## config.mk

```make
export PLATFORM = sky130hd
export DESIGN_NAME = hazard_fwd_ctrl_flat
export DESIGN_NICKNAME = d
export VERILOG_FILES = /design/src/rtl/hazard_fwd_ctrl_pkg.sv /design/src/rtl/hazard_fwd_ctrl_if.sv /design/src/rtl/hazard_fwd_ctrl_fwd_match.sv /design/src/rtl/hazard_fwd_ctrl.sv /design/src/flat_wrapper.sv
export SDC_FILE = /design/constraint.sdc
export NUM_CORES = 1
export LEC_CHECK = 0
export BUFFER_PORTS_ARGS = -buffer_cell sky130_fd_sc_hd__buf_2
export CAP_MARGIN = 20
export CORE_MARGIN = 1
export CORE_UTILIZATION = 54
export CTS_CLUSTER_SIZE = 24
export DETAILED_ROUTE_END_ITERATION = 12
export GPL_TIMING_DRIVEN = 0
export PLACE_DENSITY = 0.84
export SETUP_SLACK_MARGIN = 0.1
export SYNTH_ARGS = -nofsm -noshare
export SYNTH_HDL_FRONTEND = slang
export SYNTH_SLANG_ARGS = --single-unit
export TNS_END_PERCENT = 20
```

## constraint.sdc

```tcl
create_clock -name clk -period 4.3 [get_ports clk]
set_clock_uncertainty 0.05 [all_clocks]
set_input_delay 0.215 -clock clk [delete_from_list [all_inputs] [get_ports clk]]
set_output_delay 0.215 -clock clk [all_outputs]
set_load 0.02 [all_outputs]
```

## src/rtl/hazard_fwd_ctrl_pkg.sv

```systemverilog
// Shared types and constants for the LEGv8 hazard/forwarding controller.
package hazard_pkg;

    localparam int REG_W    = 5;
    localparam int ZERO_REG = 31;

    // Operand source select for the EX-stage operand muxes.
    typedef enum logic [1:0] {
        FWD_REG = 2'b00,
        FWD_EX  = 2'b01,
        FWD_MEM = 2'b10
    } fwd_sel_t;

    // One scoreboard slot: the destination-side view of an in-flight instruction.
    typedef struct packed {
        logic [REG_W-1:0] Rd;
        logic             RegWrite;
        logic             Mem2Reg;
        logic             setsFlags;
    } sb_entry_t;

    typedef enum logic {
        RUN      = 1'b0,
        LU_STALL = 1'b1
    } lu_state_t;

    // A bubble writes nothing, loads nothing and leaves the flags alone.
    localparam sb_entry_t SB_BUBBLE = '{
        Rd:        REG_W'(ZERO_REG),
        RegWrite:  1'b0,
        Mem2Reg:   1'b0,
        setsFlags: 1'b0
    };

endpackage

```

## src/rtl/hazard_fwd_ctrl_if.sv

```systemverilog
// ID-stage request / control-output bundle between the pipeline and the controller.
import hazard_pkg::*;

interface hazard_fwd_if #(
    parameter int REG_BITS = 5,
    parameter int CNT_BITS = 16
);
    logic [REG_BITS-1:0] id_Rn;
    logic [REG_BITS-1:0] id_Rm;
    logic                id_usesRn;
    logic                id_usesRm;
    logic [REG_BITS-1:0] id_Rd;
    logic                id_RegWrite;
    logic                id_Mem2Reg;
    logic                id_setsFlags;
    logic                id_isBcond;

    fwd_sel_t            fwdA;
    fwd_sel_t            fwdB;
    logic                stall;
    logic                ex_noop;
    logic                flagSel;
    logic [CNT_BITS-1:0] stall_count;
    sb_entry_t           dbg_wb;

    // Pipeline side: presents the decoded ID instruction, consumes controls.
    modport master (
        output id_Rn, id_Rm, id_usesRn, id_usesRm, id_Rd,
               id_RegWrite, id_Mem2Reg, id_setsFlags, id_isBcond,
        input  fwdA, fwdB, stall, ex_noop, flagSel, stall_count, dbg_wb
    );

    // Controller side.
    modport slave (
        input  id_Rn, id_Rm, id_usesRn, id_usesRm, id_Rd,
               id_RegWrite, id_Mem2Reg, id_setsFlags, id_isBcond,
        output fwdA, fwdB, stall, ex_noop, flagSel, stall_count, dbg_wb
    );

endinterface

```

## src/rtl/hazard_fwd_ctrl_fwd_match.sv

```systemverilog
// Per-operand match against the EX and MEM scoreboard slots.
module fwd_match
    import hazard_pkg::*;
#(
    parameter logic [REG_W-1:0] ZERO_IDX = REG_W'(ZERO_REG)
) (
    input  logic [REG_W-1:0] src_i,
    input  logic             used_i,
    input  sb_entry_t        ex_i,
    input  sb_entry_t        mem_i,
    output fwd_sel_t         sel_o,
    output logic             load_haz_o
);

    logic src_live;
    logic ex_hit;
    logic mem_hit;

    // MEM-slot load/flag bits do not influence operand selection.
    logic unused_bits;
    assign unused_bits = ^{mem_i.Mem2Reg, mem_i.setsFlags, ex_i.setsFlags};

    assign src_live = used_i && (src_i != ZERO_IDX);
    assign ex_hit   = src_live && ex_i.RegWrite  && (ex_i.Rd  == src_i);
    assign mem_hit  = src_live && mem_i.RegWrite && (mem_i.Rd == src_i);

    // Youngest producer wins; a load in EX has no result yet and must stall instead.
    always_comb begin
        sel_o      = FWD_REG;
        load_haz_o = 1'b0;
        if (ex_hit && !ex_i.Mem2Reg) begin
            sel_o = FWD_EX;
        end else if (mem_hit) begin
            sel_o = FWD_MEM;
        end
        load_haz_o = ex_hit && ex_i.Mem2Reg;
    end

endmodule

```

## src/rtl/hazard_fwd_ctrl.sv

```systemverilog
// Hazard detection and operand forwarding control for the 5-stage LEGv8 pipeline.
//
// state    | meaning
// ---------+-----------------------------------------------------------
// RUN      | normal issue; a load-use hit stalls combinationally here
// LU_STALL | bubble from a load-use stall is now in EX; back to RUN
module hazard_fwd_ctrl #(
    parameter int REG_BITS = hazard_pkg::REG_W,
    parameter int ZERO_REG = hazard_pkg::ZERO_REG,
    parameter int CNT_BITS = 16
) (
    input  logic         clk,
    input  logic         reset,
    hazard_fwd_if.slave  bus
);
    import hazard_pkg::*;

    sb_entry_t           ex_q, ex_d;
    sb_entry_t           mem_q;
    sb_entry_t           wb_q;
    lu_state_t           state_q, state_d;
    logic [CNT_BITS-1:0] cnt_q, cnt_d;

    fwd_sel_t            sel_a, sel_b;
    logic                haz_a, haz_b;
    logic                load_use;

    fwd_match #(.ZERO_IDX(REG_BITS'(ZERO_REG))) u_match_a (
        .src_i      (bus.id_Rn),
        .used_i     (bus.id_usesRn),
        .ex_i       (ex_q),
        .mem_i      (mem_q),
        .sel_o      (sel_a),
        .load_haz_o (haz_a)
    );

    fwd_match #(.ZERO_IDX(REG_BITS'(ZERO_REG))) u_match_b (
        .src_i      (bus.id_Rm),
        .used_i     (bus.id_usesRm),
        .ex_i       (ex_q),
        .mem_i      (mem_q),
        .sel_o      (sel_b),
        .load_haz_o (haz_b)
    );

    assign load_use = haz_a || haz_b;

    // Next-state and control outputs; the stall is raised in the detecting cycle itself.
    always_comb begin
        state_d     = state_q;
        bus.stall   = 1'b0;
        bus.ex_noop = 1'b0;
        case (state_q)
            RUN: begin
                if (load_use) begin
                    state_d = LU_STALL;
                end
            end
            LU_STALL: begin
                state_d = RUN;
            end
            default: begin
                state_d = RUN;
            end
        endcase
        if (load_use) begin
            bus.stall   = 1'b1;
            bus.ex_noop = 1'b1;
        end
    end

    // ID fields enter EX unless the instruction is being held for a load-use stall.
    always_comb begin
        ex_d = SB_BUBBLE;
        if (!load_use) begin
            ex_d.Rd        = bus.id_Rd;
            ex_d.RegWrite  = bus.id_RegWrite;
            ex_d.Mem2Reg   = bus.id_Mem2Reg;
            ex_d.setsFlags = bus.id_setsFlags;
        end
    end

    // Saturating count of stalled cycles.
    always_comb begin
        cnt_d = cnt_q;
        if (load_use && (cnt_q != {CNT_BITS{1'b1}})) begin
            cnt_d = cnt_q + 1'b1;
        end
    end

    // Scoreboard shift, FSM and counter registers.
    always_ff @(posedge clk) begin
        if (reset) begin
            ex_q    <= SB_BUBBLE;
            mem_q   <= SB_BUBBLE;
            wb_q    <= SB_BUBBLE;
            state_q <= RUN;
            cnt_q   <= '0;
        end else begin
            ex_q    <= ex_d;
            mem_q   <= ex_q;
            wb_q    <= mem_q;
            state_q <= state_d;
            cnt_q   <= cnt_d;
        end
    end

    assign bus.fwdA        = sel_a;
    assign bus.fwdB        = sel_b;
    assign bus.flagSel     = bus.id_isBcond && ex_q.setsFlags;
    assign bus.stall_count = cnt_q;
    assign bus.dbg_wb      = wb_q;

endmodule
```

## src/flat_wrapper.sv

```systemverilog
// flat-port wrapper written by rule: the top's interface ports become plain ports
module hazard_fwd_ctrl_flat import hazard_pkg::*;
#(
    parameter int REG_BITS = hazard_pkg::REG_W,
    parameter int ZERO_REG = hazard_pkg::ZERO_REG,
    parameter int CNT_BITS = 16
)
  (clk, reset, bus_id_Rn, bus_id_Rm, bus_id_usesRn, bus_id_usesRm, bus_id_Rd, bus_id_RegWrite, bus_id_Mem2Reg, bus_id_setsFlags, bus_id_isBcond, bus_fwdA, bus_fwdB, bus_stall, bus_ex_noop, bus_flagSel, bus_stall_count, bus_dbg_wb);
  hazard_fwd_if #(.REG_BITS(REG_BITS), .CNT_BITS(CNT_BITS)) bus_i ();
  input  logic clk;
  input  logic reset;
  input wire logic [$bits(bus_i.id_Rn)-1:0] bus_id_Rn;
  input wire logic [$bits(bus_i.id_Rm)-1:0] bus_id_Rm;
  input wire logic [$bits(bus_i.id_usesRn)-1:0] bus_id_usesRn;
  input wire logic [$bits(bus_i.id_usesRm)-1:0] bus_id_usesRm;
  input wire logic [$bits(bus_i.id_Rd)-1:0] bus_id_Rd;
  input wire logic [$bits(bus_i.id_RegWrite)-1:0] bus_id_RegWrite;
  input wire logic [$bits(bus_i.id_Mem2Reg)-1:0] bus_id_Mem2Reg;
  input wire logic [$bits(bus_i.id_setsFlags)-1:0] bus_id_setsFlags;
  input wire logic [$bits(bus_i.id_isBcond)-1:0] bus_id_isBcond;
  output wire logic [$bits(bus_i.fwdA)-1:0] bus_fwdA;
  output wire logic [$bits(bus_i.fwdB)-1:0] bus_fwdB;
  output wire logic [$bits(bus_i.stall)-1:0] bus_stall;
  output wire logic [$bits(bus_i.ex_noop)-1:0] bus_ex_noop;
  output wire logic [$bits(bus_i.flagSel)-1:0] bus_flagSel;
  output wire logic [$bits(bus_i.stall_count)-1:0] bus_stall_count;
  output wire logic [$bits(bus_i.dbg_wb)-1:0] bus_dbg_wb;
  assign bus_i.id_Rn = bus_id_Rn;
  assign bus_i.id_Rm = bus_id_Rm;
  assign bus_i.id_usesRn = bus_id_usesRn;
  assign bus_i.id_usesRm = bus_id_usesRm;
  assign bus_i.id_Rd = bus_id_Rd;
  assign bus_i.id_RegWrite = bus_id_RegWrite;
  assign bus_i.id_Mem2Reg = bus_id_Mem2Reg;
  assign bus_i.id_setsFlags = bus_id_setsFlags;
  assign bus_i.id_isBcond = bus_id_isBcond;
  assign bus_fwdA = bus_i.fwdA;
  assign bus_fwdB = bus_i.fwdB;
  assign bus_stall = bus_i.stall;
  assign bus_ex_noop = bus_i.ex_noop;
  assign bus_flagSel = bus_i.flagSel;
  assign bus_stall_count = bus_i.stall_count;
  assign bus_dbg_wb = bus_i.dbg_wb;
  hazard_fwd_ctrl #(.REG_BITS(REG_BITS), .ZERO_REG(ZERO_REG), .CNT_BITS(CNT_BITS)) u_core (.clk(clk), .reset(reset), .bus(bus_i));
endmodule
```

==> results of run 1 <==
[where the power goes]
| group | internal, W | switching (W) |
|---|---|---|
| Sequential | 0.000380 | 0.00000674 |
| Combinational | 0.0000303 | 0.0000324 |
| Clock | 0.0000643 | 0.000129 |
| Total | 0.000474 | 0.000168 |
[how the worst max path moves through the flow]
stage,startpoint,end,slack [ns],depth (start not counted)
global placement,u_core.bus.stall_count[0],u_core.bus.stall_count[1],2.01,8
finish,u_core.ex_q[4],bus_stall,1.57,6
global route,u_core.ex_q[4],bus_stall,1.37,6
CTS,u_core.ex_q[4],bus_stall,1.62,6
floorplan,u_core.ex_q[4],bus_stall,2.24,5
detailed placement,u_core.bus.stall_count[0],u_core.bus.stall_count[0],2.00,8
[layout by cell type (no fill, tap or decap), types with 2 or more instances in the layout]
master	count
sky130_fd_sc_hd__a21oi_1	14
sky130_fd_sc_hd__and2_1	5
sky130_fd_sc_hd__and3_1	5
sky130_fd_sc_hd__buf_2	54
sky130_fd_sc_hd__buf_6	2
sky130_fd_sc_hd__clkbuf_1	7
sky130_fd_sc_hd__clkbuf_4	5
sky130_fd_sc_hd__clkinvlp_4	2
sky130_fd_sc_hd__dfxtp_1	40
sky130_fd_sc_hd__dlygate4sd3_1	7
sky130_fd_sc_hd__inv_1	2
sky130_fd_sc_hd__nand2_1	9
sky130_fd_sc_hd__nand3_1	9
sky130_fd_sc_hd__nand4_1	6
sky130_fd_sc_hd__nand4b_1	2
sky130_fd_sc_hd__nor2_1	9
sky130_fd_sc_hd__nor2b_1	6
sky130_fd_sc_hd__nor3_1	2
sky130_fd_sc_hd__nor4_1	5
sky130_fd_sc_hd__o21ai_0	6
sky130_fd_sc_hd__o31a_1	2
sky130_fd_sc_hd__o31ai_1	7
sky130_fd_sc_hd__or2_2	11
sky130_fd_sc_hd__or3_1	7
sky130_fd_sc_hd__or4_1	8
sky130_fd_sc_hd__xnor2_1	5
sky130_fd_sc_hd__xor2_1	16
[logic make-up (layout without fill, tap and decap cells)]
family,count (synthesis),after routing,share of synthesized area (%)
AO/OA/AOI/OAI,34,34,12.0
buffers and inverters,13,81,3.79
flip-flops,40,40,44.1
XOR/XNOR,21,21,10.1
adder cells (fa/ha/maj),1,1,0.690
AND/OR/NAND/NOR,89,89,29.2
[layout make-up]
type	count	share of cell area, %
buffer	11	2.71
clock buffer	5	1.66
clock inverter	3	1.05
inverter	2	0.331
multi-input combinational	145	41.7
sequential	40	35.3
tap	44	2.43
timing repair buffer	60	14.8
[state kept, by name, summed over array words and instances, names as in the netlist]
signal / count
u_core.bus.dbg_wb: 8
u_core.bus.stall_count: 16
u_core.mem_q: 8
u_core.ex_q: 8
[through the flow]
| step | cells | area, um2 | worst slack, ns | util (%) |
|---|---|---|---|---|
| after detailed placement | 295 | 2130 | 2.00 | 68.2 |
| after CTS | 310 | 2270 | 1.62 | 72.4 |
| after global placement | 295 | 2130 | 2.01 | 68.2 |
| final | 310 | 2270 | 1.57 | 72.4 |
| after floorplan | 198 | 1810 | 2.24 | - |
| after global routing | 310 | 2270 | 1.37 | 72.4 |
[critical path, cell delays in order (launching register included)]
cell                       delay [ns]
sky130_fd_sc_hd__dfxtp_1         0.37
sky130_fd_sc_hd__xor2_1          0.17
sky130_fd_sc_hd__nor4_1          0.37
sky130_fd_sc_hd__nand4b_1        0.23
sky130_fd_sc_hd__a21oi_1         0.62
sky130_fd_sc_hd__buf_4           0.21
sky130_fd_sc_hd__buf_2           0.15
[per-layer routing]
layer | GRT usage [%] | vias up | routed length, um
met1 | 34.0 | 789 | 1840
li1 | - | 852 | -
met5 | 0 | - | 0
met3 | 6.06 | 12 | 279
met2 | 37.9 | 80 | 1910
met4 | 15.3 | 0 | 108
==> flow_results.xml, run 1 <==
<?xml version="1.0" encoding="UTF-8"?>
<metrics>
  <group name="run_status">
    <metric name="result_of_the_run" unit="">completed</metric>
  </group>
  <group name="die">
    <metric name="dieHeight" unit="um">60.0</metric>
    <metric name="floorplan.die_area" unit="um2">3600</metric>
    <metric name="rows" unit="">20</metric>
    <metric name="io_pins" unit="">54</metric>
    <metric name="fp.dieW" unit="um">60.0</metric>
    <metric name="initial_core_util" unit="%">58.0</metric>
    <metric name="fp.coreArea" unit="um2">3130</metric>
  </group>
  <group name="logic_synthesis">
    <metric name="synth_area_leaders" unit="">sky130_fd_sc_hd__dfxtp_1 44%, sky130_fd_sc_hd__xor2_1 7.7%, sky130_fd_sc_hd__a21oi_1 3.9%, sky130_fd_sc_hd__or2_2 3.8%, sky130_fd_sc_hd__or4_1 3.3%</metric>
    <metric name="ys_ff_latch" unit="">40</metric>
    <metric name="syn-num-nets" unit="">222</metric>
    <metric name="yosysSeqAreaShare" unit="%">44.1</metric>
    <metric name="async_flop_share" unit="%">0</metric>
    <metric name="synthesis.area" unit="um2">1810</metric>
    <metric name="ys_flop_type" unit="">sky130_fd_sc_hd__dfxtp_1</metric>
    <metric name="synthesis.yosys.warnings" unit="">0</metric>
    <metric name="top_count_cell_post_synth" unit="">sky130_fd_sc_hd__dfxtp_1</metric>
    <metric name="ys_types" unit="">36</metric>
    <metric name="synth-edff-count" unit="">0</metric>
    <metric name="ys_top_cells_by_count" unit="">40 x sky130_fd_sc_hd__dfxtp_1, 16 x sky130_fd_sc_hd__xor2_1, 14 x sky130_fd_sc_hd__a21oi_1, 11 x sky130_fd_sc_hd__or2_2</metric>
    <metric name="avgSynthCellArea" unit="um2">9.16</metric>
    <metric name="synth_largest_area_cell" unit="">sky130_fd_sc_hd__dfxtp_1</metric>
    <metric name="post-synth-top-area-fraction" unit="%">44.1</metric>
    <metric name="postSynthCellCount" unit="">198</metric>
  </group>
  <group name="detailed_routing">
    <metric name="wl_per_cell" unit="um">13.4</metric>
    <metric name="remaining_design_rule_violation_count" unit="">0</metric>
    <metric name="ant_nets" unit="">0</metric>
    <metric name="drt-pass1-iter-count" unit="">4</metric>
    <metric name="first_iter_violations" unit="">129</metric>
    <metric name="finalWirelength" unit="um">4140</metric>
    <metric name="vias_per_cell" unit="">5.59</metric>
    <metric name="via_count" unit="">1733</metric>
  </group>
  <group name="final_layout">
    <metric name="nets" unit="">289</metric>
    <metric name="areaGrowthSynthToFinish" unit="%">24.9</metric>
    <metric name="multi_input_combinational_cell_area" unit="um2">945</metric>
    <metric name="insertedDiodeCount" unit="">0</metric>
    <metric name="register_area" unit="um2">801</metric>
    <metric name="final.fill_count" unit="">259</metric>
    <metric name="final_layout_size_suffix_gt1_share" unit="%">30.1</metric>
  </group>
  <group name="clock_tree">
    <metric name="cts_root_buffer" unit="">sky130_fd_sc_hd__clkbuf_4</metric>
    <metric name="cts_inserted_buffers" unit="">5</metric>
    <metric name="post_cts.repair.setup_buffers" unit="">0</metric>
    <metric name="worstSkewPairLatency" unit="ns">0.35</metric>
    <metric name="cts-root-to-sink-buffers" unit="">2</metric>
    <metric name="clk_pin_slew" unit="ns">0.12</metric>
    <metric name="cts_num_sinks" unit="">40</metric>
    <metric name="tritoncts" unit="">yes</metric>
    <metric name="cts_resized" unit="">0</metric>
    <metric name="cts.htree.levels" unit="">2</metric>
    <metric name="holdBufCountCts" unit="">7</metric>
  </group>
  <group name="timing">
    <metric name="period_needed" unit="ns">2.73</metric>
    <metric name="fin_worst_hold_slack" unit="ns">0.0250</metric>
    <metric name="final_max_slew_viol_count" unit="">0</metric>
    <metric name="rsz0062_at_grt" unit="">no</metric>
    <metric name="timing.final.crit_share" unit="%">63.5</metric>
    <metric name="timing.final.hold_violations" unit="">0</metric>
    <metric name="timing.fmax" unit="GHz">0.366</metric>
    <metric name="max_slew.worst_pin.slew" unit="ns">0.719</metric>
    <metric name="setup-tns-final" unit="ns">0</metric>
    <metric name="setup-violations-final" unit="">0</metric>
    <metric name="max-slew-margin-rel" unit="%">52.1</metric>
  </group>
  <group name="run">
    <metric name="max-cap-violations" unit="">0</metric>
  </group>
  <group name="worst_setup_path">
    <metric name="worstPathMaxFanout" unit="">10</metric>
    <metric name="crit-reg2reg-capture" unit="">u_core.bus.stall_count[1]</metric>
    <metric name="worst_r2r_startpoint" unit="">u_core.bus.stall_count[0]</metric>
    <metric name="data_required_time_of_the_worst_path" unit="ns">4.03</metric>
    <metric name="worst-r2r-setup-slack" unit="ns">1.88</metric>
    <metric name="end_kind" unit="">output pin</metric>
    <metric name="path_class" unit="">register to output pin</metric>
    <metric name="r2r_cells" unit="">8</metric>
    <metric name="arrival" unit="ns">2.47</metric>
    <metric name="type_of_element_launching_the_critical_path" unit="">register</metric>
  </group>
  <group name="global_route">
    <metric name="gr-total-overflow" unit="">0</metric>
    <metric name="globalRouteTotalUtil" unit="%">25.7</metric>
    <metric name="first_global_vias" unit="">1518</metric>
    <metric name="antenna_found_initial" unit="">0</metric>
    <metric name="grt_max_degree" unit="">15</metric>
    <metric name="grt_first_pass_wirelength" unit="um">6710</metric>
  </group>
  <group name="worst_hold_path">
    <metric name="holdPathEnd" unit="">u_core.ex_q[2]</metric>
    <metric name="whs_path_depth" unit="">2</metric>
    <metric name="holdCritPathClass" unit="">input port to register</metric>
    <metric name="source_of_the_worst_hold_timing_path" unit="">bus_id_RegWrite</metric>
  </group>
  <group name="power_and_ir_drop">
    <metric name="p_total" unit="W">0.000642</metric>
    <metric name="power.leakage" unit="nW">0.922</metric>
    <metric name="vdd_ir_max" unit="mV">0.233</metric>
    <metric name="powerDensity" unit="nW/um2">283</metric>
  </group>
  <group name="placed_design">
    <metric name="port_buffers" unit="">53</metric>
    <metric name="gpl.final_weighted_congestion" unit="">0.929</metric>
    <metric name="dpl.hpwl" unit="um">2970</metric>
  </group>
</metrics>
(Power assumes the default switching activity.)
==> inputs of run 2 (changes only) <==
CORE_UTILIZATION = 46   (was 54)
PLACE_DENSITY = 0.76   (was 0.84)
clock period = 2.31 ns   (was 4.3 ns; I/O delays follow)
==> run 2 against run 1 <==
Net effect: combinational power increased by 100%; global-route usage decreased by 4.5 points; design area increased by 10%; critical path type is now register to register; largest power group unchanged.
==> flow_results.xml, run 2 (synthesis gave the netlist of run 1 again) <==
<?xml version="1.0" encoding="UTF-8"?>
<metrics>
  <group name="run_status">
    <metric name="result_of_the_run" unit="">completed</metric>
  </group>
  <group name="final_layout">
    <metric name="final.fill_count" unit="">299</metric>
    <metric name="final_common_cell" unit="">sky130_fd_sc_hd__buf_2</metric>
    <metric name="largest_reg_flops" unit="">16</metric>
    <metric name="utilization" unit="%">67.1</metric>
    <metric name="final_layout_size_suffix_gt1_share" unit="%">37.4</metric>
    <metric name="final_cell_mix" unit="">52 x sky130_fd_sc_hd__buf_2, 38 x sky130_fd_sc_hd__dfxtp_1, 16 x sky130_fd_sc_hd__xor2_1</metric>
    <metric name="insertedDiodeCount" unit="">0</metric>
    <metric name="nets" unit="">296</metric>
    <metric name="finalInstanceArea" unit="um2">2490</metric>
    <metric name="areaGrowthSynthToFinish" unit="%">37.4</metric>
  </group>
  <group name="worst_setup_path">
    <metric name="data_required_time_of_the_worst_path" unit="ns">2.47</metric>
    <metric name="worstPathMaxFanout" unit="">10</metric>
    <metric name="worst_r2r_startpoint" unit="">u_core.ex_q[5]</metric>
    <metric name="critPathLaunch" unit="">u_core.ex_q[5]</metric>
    <metric name="end_kind" unit="">register</metric>
    <metric name="type_of_element_launching_the_critical_path" unit="">register</metric>
    <metric name="arrival" unit="ns">2.35</metric>
    <metric name="path_class" unit="">register to register</metric>
  </group>
  <group name="timing">
    <metric name="fin_worst_hold_slack" unit="ns">0.0585</metric>
    <metric name="rsz0062_at_grt" unit="">yes</metric>
    <metric name="final_max_slew_viol_count" unit="">0</metric>
    <metric name="timing.final.hold_violations" unit="">0</metric>
    <metric name="setup-violations-final" unit="">0</metric>
    <metric name="period_needed" unit="ns">2.19</metric>
    <metric name="max_slew.worst_pin.slew" unit="ns">0.479</metric>
    <metric name="timing.fmax" unit="GHz">0.456</metric>
    <metric name="max-slew-margin-rel" unit="%">68.1</metric>
    <metric name="setup-tns-final" unit="ns">0</metric>
    <metric name="timing.final.crit_share" unit="%">95.0</metric>
  </group>
  <group name="detailed_routing">
    <metric name="wl_met2" unit="um">2190</metric>
    <metric name="met3_wirelength" unit="um">169</metric>
    <metric name="first_iter_violations" unit="">110</metric>
    <metric name="via_count" unit="">1716</metric>
    <metric name="wl_per_cell" unit="um">13.7</metric>
    <metric name="remaining_design_rule_violation_count" unit="">0</metric>
    <metric name="finalWirelength" unit="um">4400</metric>
    <metric name="ant_nets" unit="">0</metric>
    <metric name="route.top_layer_used" unit="">met4</metric>
    <metric name="drt-pass1-iter-count" unit="">4</metric>
    <metric name="vias_per_cell" unit="">5.35</metric>
    <metric name="wirelength_met1" unit="um">1970</metric>
  </group>
  <group name="placed_design">
    <metric name="port_buffers" unit="">53</metric>
    <metric name="gpl.final_weighted_congestion" unit="">0.870</metric>
    <metric name="dpl.hpwl" unit="um">3010</metric>
    <metric name="dpl-instance-area" unit="um2">2140</metric>
  </group>
  <group name="die">
    <metric name="initial_core_util" unit="%">48.8</metric>
    <metric name="dieHeight" unit="um">64.8</metric>
    <metric name="io_pins" unit="">54</metric>
    <metric name="fp.dieW" unit="um">64.8</metric>
    <metric name="floorplan.die_area" unit="um2">4200</metric>
    <metric name="fp.coreArea" unit="um2">3720</metric>
    <metric name="rows" unit="">22</metric>
  </group>
  <group name="power_and_ir_drop">
    <metric name="power.leakage" unit="nW">1.00</metric>
    <metric name="vdd_ir_max" unit="mV">0.377</metric>
    <metric name="powerDensity" unit="nW/um2">563</metric>
    <metric name="p_total" unit="W">0.00140</metric>
  </group>
  <group name="global_route">
    <metric name="gr-total-overflow" unit="">0</metric>
    <metric name="antenna_found_initial" unit="">0</metric>
    <metric name="globalRouteTotalUtil" unit="%">21.2</metric>
    <metric name="grt_first_pass_wirelength" unit="um">6730</metric>
    <metric name="grt_max_degree" unit="">14</metric>
    <metric name="first_global_vias" unit="">1445</metric>
  </group>
  <group name="clock_tree">
    <metric name="cts-root-to-sink-buffers" unit="">2</metric>
    <metric name="cts.htree.levels" unit="">2</metric>
    <metric name="clk_pin_slew" unit="ns">0.07</metric>
    <metric name="cts_num_sinks" unit="">40</metric>
    <metric name="worstSkewPairLatency" unit="ns">0.29</metric>
    <metric name="cts_inserted_buffers" unit="">5</metric>
    <metric name="cts_root_buffer" unit="">sky130_fd_sc_hd__clkbuf_8</metric>
    <metric name="tritoncts" unit="">yes</metric>
  </group>
  <group name="worst_hold_path">
    <metric name="source_of_the_worst_hold_timing_path" unit="">reset</metric>
    <metric name="holdCritPathClass" unit="">input port to register</metric>
  </group>
  <group name="run">
    <metric name="max-cap-violations" unit="">0</metric>
  </group>
</metrics>
## run 2: worst paths after layout
kind                           endpoint  slack, ns  cells after the start
min reg2reg        u_core.bus.dbg_wb[1]       0.41                      1
max           u_core.bus.stall_count[3]       0.12                      7
min          u_core.bus.stall_count[13]       0.06                      3
max reg2reg   u_core.bus.stall_count[3]       0.12                      7
## run 2: timing repair
item / CTS / global route
cloned: 0 / 0
setup buffers: 0 / 6
pin swaps: 0 / 7
gates resized for setup: 3 / 26
hold buffers: 8 / 0
hold endpoints to repair: 8 / 0
setup endpoints to repair: 10 / 16
## run 2: per-layer routing
metal / up-vias / GRT usage, %
li1: 863 / -
met1: 795 / 27.8
met2: 50 / 34.4
met3: 8 / 4.75
met4: 0 / 6.67
met5: - / 0
## run 2: through the flow
step / setup WS (ns) / std cells
after floorplan: 0.263 / 198
after global placement: -0.0220 / 299
after detailed placement: -0.0880 / 299
after CTS: 0.0616 / 315
after global routing: 0.0323 / 321
final: 0.115 / 321
## run 2: worst max-delay path, stage by stage (launching register included)
cell and delay, ns:
sky130_fd_sc_hd__dfxtp_2 0.35, sky130_fd_sc_hd__xor2_1 0.18, sky130_fd_sc_hd__nor4_2 0.28, sky130_fd_sc_hd__nand4b_1 0.21, sky130_fd_sc_hd__and2_4 0.21, sky130_fd_sc_hd__buf_6 0.13
sky130_fd_sc_hd__or4_1 0.51, sky130_fd_sc_hd__a21oi_1 0.20
## run 2: cell type report
| class | instances | area [um2] | area share (%) |
|---|---|---|---|
| multi-input cells | 145 | 1030 | 41.5 |
| flip-flops and latches | 40 | 803 | 32.2 |
| repair buffers | 67 | 397 | 15.9 |
| plain buffers | 11 | 78.8 | 3.16 |
| clock buffers | 5 | 68.8 | 2.76 |
| well taps | 48 | 60.1 | 2.41 |
| clock inverters | 3 | 42.5 | 1.71 |
| inverters | 2 | 7.51 | 0.301 |
## run 2: where the power goes
part,switching [W],leakage [nW],internal (W)
combinational,0.0000651,0.620,0.0000607
sequential,0.0000129,0.326,0.000706
clock,0.000239,0.0541,0.000319
total,0.000317,1.00,0.00109
==> inputs of run 3 (changes only) <==
CORE_ASPECT_RATIO = 2   (was not set)
==> run 3 against run 2 <==
Net effect: die area up 0.36%; critical path depth up 1; non-clock buffer count up 2; register-to-register slack about the same; core utilization up 1.5 points; sequential cell count unchanged; total power up 0.90%; clock power up 2%; routed wire length up 12%; combinational power up 3%; setup slack worse by 0.0042 ns; maximum frequency down 0.19%; critical path type unchanged.
==> flow_results.xml, run 3 (synthesis gave the netlist of run 1 again) <==
<?xml version="1.0" encoding="UTF-8"?>
<metrics>
  <group name="run_status">
    <metric name="result_of_the_run" unit="">completed</metric>
  </group>
  <group name="worst_setup_path">
    <metric name="worstPathMaxFanout" unit="">10</metric>
    <metric name="data_required_time_of_the_worst_path" unit="ns">2.43</metric>
    <metric name="path_class" unit="">register to register</metric>
    <metric name="arrival" unit="ns">2.32</metric>
    <metric name="critical_path.slowest_cell" unit="">sky130_fd_sc_hd__dfxtp_1</metric>
    <metric name="type_of_element_launching_the_critical_path" unit="">register</metric>
    <metric name="crit_path_cell_trace" unit="">ha_1, nand3_2, nor2_4, nand3_1, nand2_2, buf_4, or3b_1, a21oi_1</metric>
    <metric name="end_kind" unit="">register</metric>
    <metric name="max_stage_delay" unit="ns">0.45</metric>
  </group>
  <group name="timing">
    <metric name="timing.final.crit_share" unit="%">95.2</metric>
    <metric name="period_needed" unit="ns">2.20</metric>
    <metric name="max-slew-margin-rel" unit="%">66.1</metric>
    <metric name="timing.fmax" unit="GHz">0.455</metric>
    <metric name="final_max_slew_viol_count" unit="">0</metric>
    <metric name="fin_worst_hold_slack" unit="ns">0.0583</metric>
    <metric name="rsz0062_at_grt" unit="">yes</metric>
    <metric name="setup-violations-final" unit="">0</metric>
    <metric name="timing.final.hold_violations" unit="">0</metric>
    <metric name="max_slew.worst_pin.slew" unit="ns">0.508</metric>
  </group>
  <group name="die">
    <metric name="initial_core_util" unit="%">47.7</metric>
    <metric name="io_pins" unit="">54</metric>
    <metric name="fp.dieW" unit="um">46.4</metric>
    <metric name="fp.coreArea" unit="um2">3800</metric>
    <metric name="rows" unit="">32</metric>
    <metric name="dieHeight" unit="um">90.8</metric>
    <metric name="floorplan.die_area" unit="um2">4210</metric>
  </group>
  <group name="final_layout">
    <metric name="nets" unit="">298</metric>
    <metric name="final_common_cell" unit="">sky130_fd_sc_hd__buf_2</metric>
    <metric name="finalInstanceArea" unit="um2">2610</metric>
    <metric name="areaGrowthSynthToFinish" unit="%">43.7</metric>
    <metric name="utilization" unit="%">68.6</metric>
    <metric name="final_layout_size_suffix_gt1_share" unit="%">38.9</metric>
    <metric name="multi_input_combinational_cell_area" unit="um2">1060</metric>
    <metric name="final.fill_count" unit="">296</metric>
    <metric name="largest_reg_flops" unit="">16</metric>
    <metric name="final_cell_mix" unit="">52 x sky130_fd_sc_hd__buf_2, 38 x sky130_fd_sc_hd__dfxtp_1, 16 x sky130_fd_sc_hd__xor2_1</metric>
    <metric name="register_area" unit="um2">803</metric>
    <metric name="insertedDiodeCount" unit="">0</metric>
  </group>
  <group name="detailed_routing">
    <metric name="finalWirelength" unit="um">4940</metric>
    <metric name="wl_per_cell" unit="um">15.2</metric>
    <metric name="drt-pass1-iter-count" unit="">4</metric>
    <metric name="remaining_design_rule_violation_count" unit="">0</metric>
    <metric name="ant_nets" unit="">0</metric>
    <metric name="first_iter_violations" unit="">47</metric>
    <metric name="vias_per_cell" unit="">5.52</metric>
    <metric name="via_count" unit="">1800</metric>
  </group>
  <group name="clock_tree">
    <metric name="cts.htree.levels" unit="">2</metric>
    <metric name="cts_inserted_buffers" unit="">5</metric>
    <metric name="worstSkewPairLatency" unit="ns">0.30</metric>
    <metric name="clk_pin_slew" unit="ns">0.08</metric>
    <metric name="cts_num_sinks" unit="">40</metric>
    <metric name="cts_root_buffer" unit="">sky130_fd_sc_hd__clkbuf_8</metric>
    <metric name="tritoncts" unit="">yes</metric>
    <metric name="cts-root-to-sink-buffers" unit="">2</metric>
  </group>
  <group name="power_and_ir_drop">
    <metric name="power.leakage" unit="nW">1.05</metric>
    <metric name="powerDensity" unit="nW/um2">543</metric>
    <metric name="vdd_ir_max" unit="mV">0.456</metric>
  </group>
  <group name="placed_design">
    <metric name="gpl.final_weighted_congestion" unit="">0.886</metric>
    <metric name="dpl.hpwl" unit="um">3100</metric>
    <metric name="dpl-instance-area" unit="um2">2140</metric>
    <metric name="port_buffers" unit="">53</metric>
  </group>
  <group name="global_route">
    <metric name="grt_first_pass_wirelength" unit="um">6950</metric>
    <metric name="grt_max_degree" unit="">13</metric>
    <metric name="globalRouteTotalUtil" unit="%">22.8</metric>
    <metric name="first_global_vias" unit="">1632</metric>
    <metric name="gr-total-overflow" unit="">0</metric>
    <metric name="antenna_found_initial" unit="">0</metric>
  </group>
  <group name="run">
    <metric name="max-cap-violations" unit="">0</metric>
  </group>
  <group name="worst_hold_path">
    <metric name="holdCritPathClass" unit="">input port to register</metric>
  </group>
</metrics>
[run 3: worst paths after layout]
check | startpoint | to | slack (ns) | depth (start not counted)
worst max-delay path | u_core.bus.stall_count[0] | u_core.bus.stall_count[1] | 0.11 | 8
worst min-delay path | reset | u_core.bus.stall_count[13] | 0.06 | 3
worst max register to register | u_core.bus.stall_count[0] | u_core.bus.stall_count[1] | 0.11 | 8
worst min register to register | u_core.mem_q[0] | u_core.bus.dbg_wb[0] | 0.39 | 1
[run 3: where the power goes]
part | switching [W] | internal, W | leakage (nW) | total (W)
clock network | 0.000248 | 0.000321 | 0.0552 | 0.000569
registers | 0.0000110 | 0.000706 | 0.326 | 0.000717
logic | 0.0000672 | 0.0000624 | 0.672 | 0.000130
total | 0.000326 | 0.00109 | 1.05 | 0.00142
[run 3: critical path, delay by kind of cell (launching register included)]
family | cells | cell delay (ns)
buffers and inverters | 1 | 0.25
AND/OR/NAND/NOR | 5 | 0.97
flip-flops | 1 | 0.45
AO/OA/AOI/OAI | 1 | 0.05
adder cells (fa/ha/maj) | 1 | 0.29
[run 3: layout make-up]
| type | instances | area share (%) |
|---|---|---|
| multi-input cells | 145 | 40.8 |
| flip-flops and latches | 40 | 30.8 |
| repair buffers | 69 | 17.8 |
| plain buffers | 11 | 3.69 |
| clock buffers | 6 | 2.78 |
| well taps | 51 | 2.45 |
| clock inverters | 2 | 1.34 |
| inverters | 2 | 0.288 |
[run 3: repair_timing]
item                                   CTS  global route
endpoints found under the hold margin    8             0
gates resized for setup                  3            37
pin swaps                                0            16
setup endpoints to repair               10            16
hold buffers                             8             0
cloned                                   0             3
setup buffers                            0             5
[run 3: routing by layer]
layer	share of wire [%]	global-route usage (%)	wire length, um	vias to the layer above
li1	-	-	-	862
met1	34	21.5	1680	848
met2	58	39.7	2860	74
met3	4.7	4.80	230	16
met5	0	0	0	-
met4	3.5	15.2	172	0
[run 3: stage by stage]
stage | total power [W] | worst slack (ns) | std cells | TNS, ns
finish | 0.00142 | 0.111 | 326 | 0
floorplan | 0.000795 | 0.263 | 198 | 0
global placement | 0.000840 | -0.0888 | 302 | -0.323
global route | 0.00148 | 0.0121 | 326 | 0
detailed placement | 0.000842 | -0.0772 | 302 | -0.372
CTS | 0.00142 | 0.0312 | 318 | 0
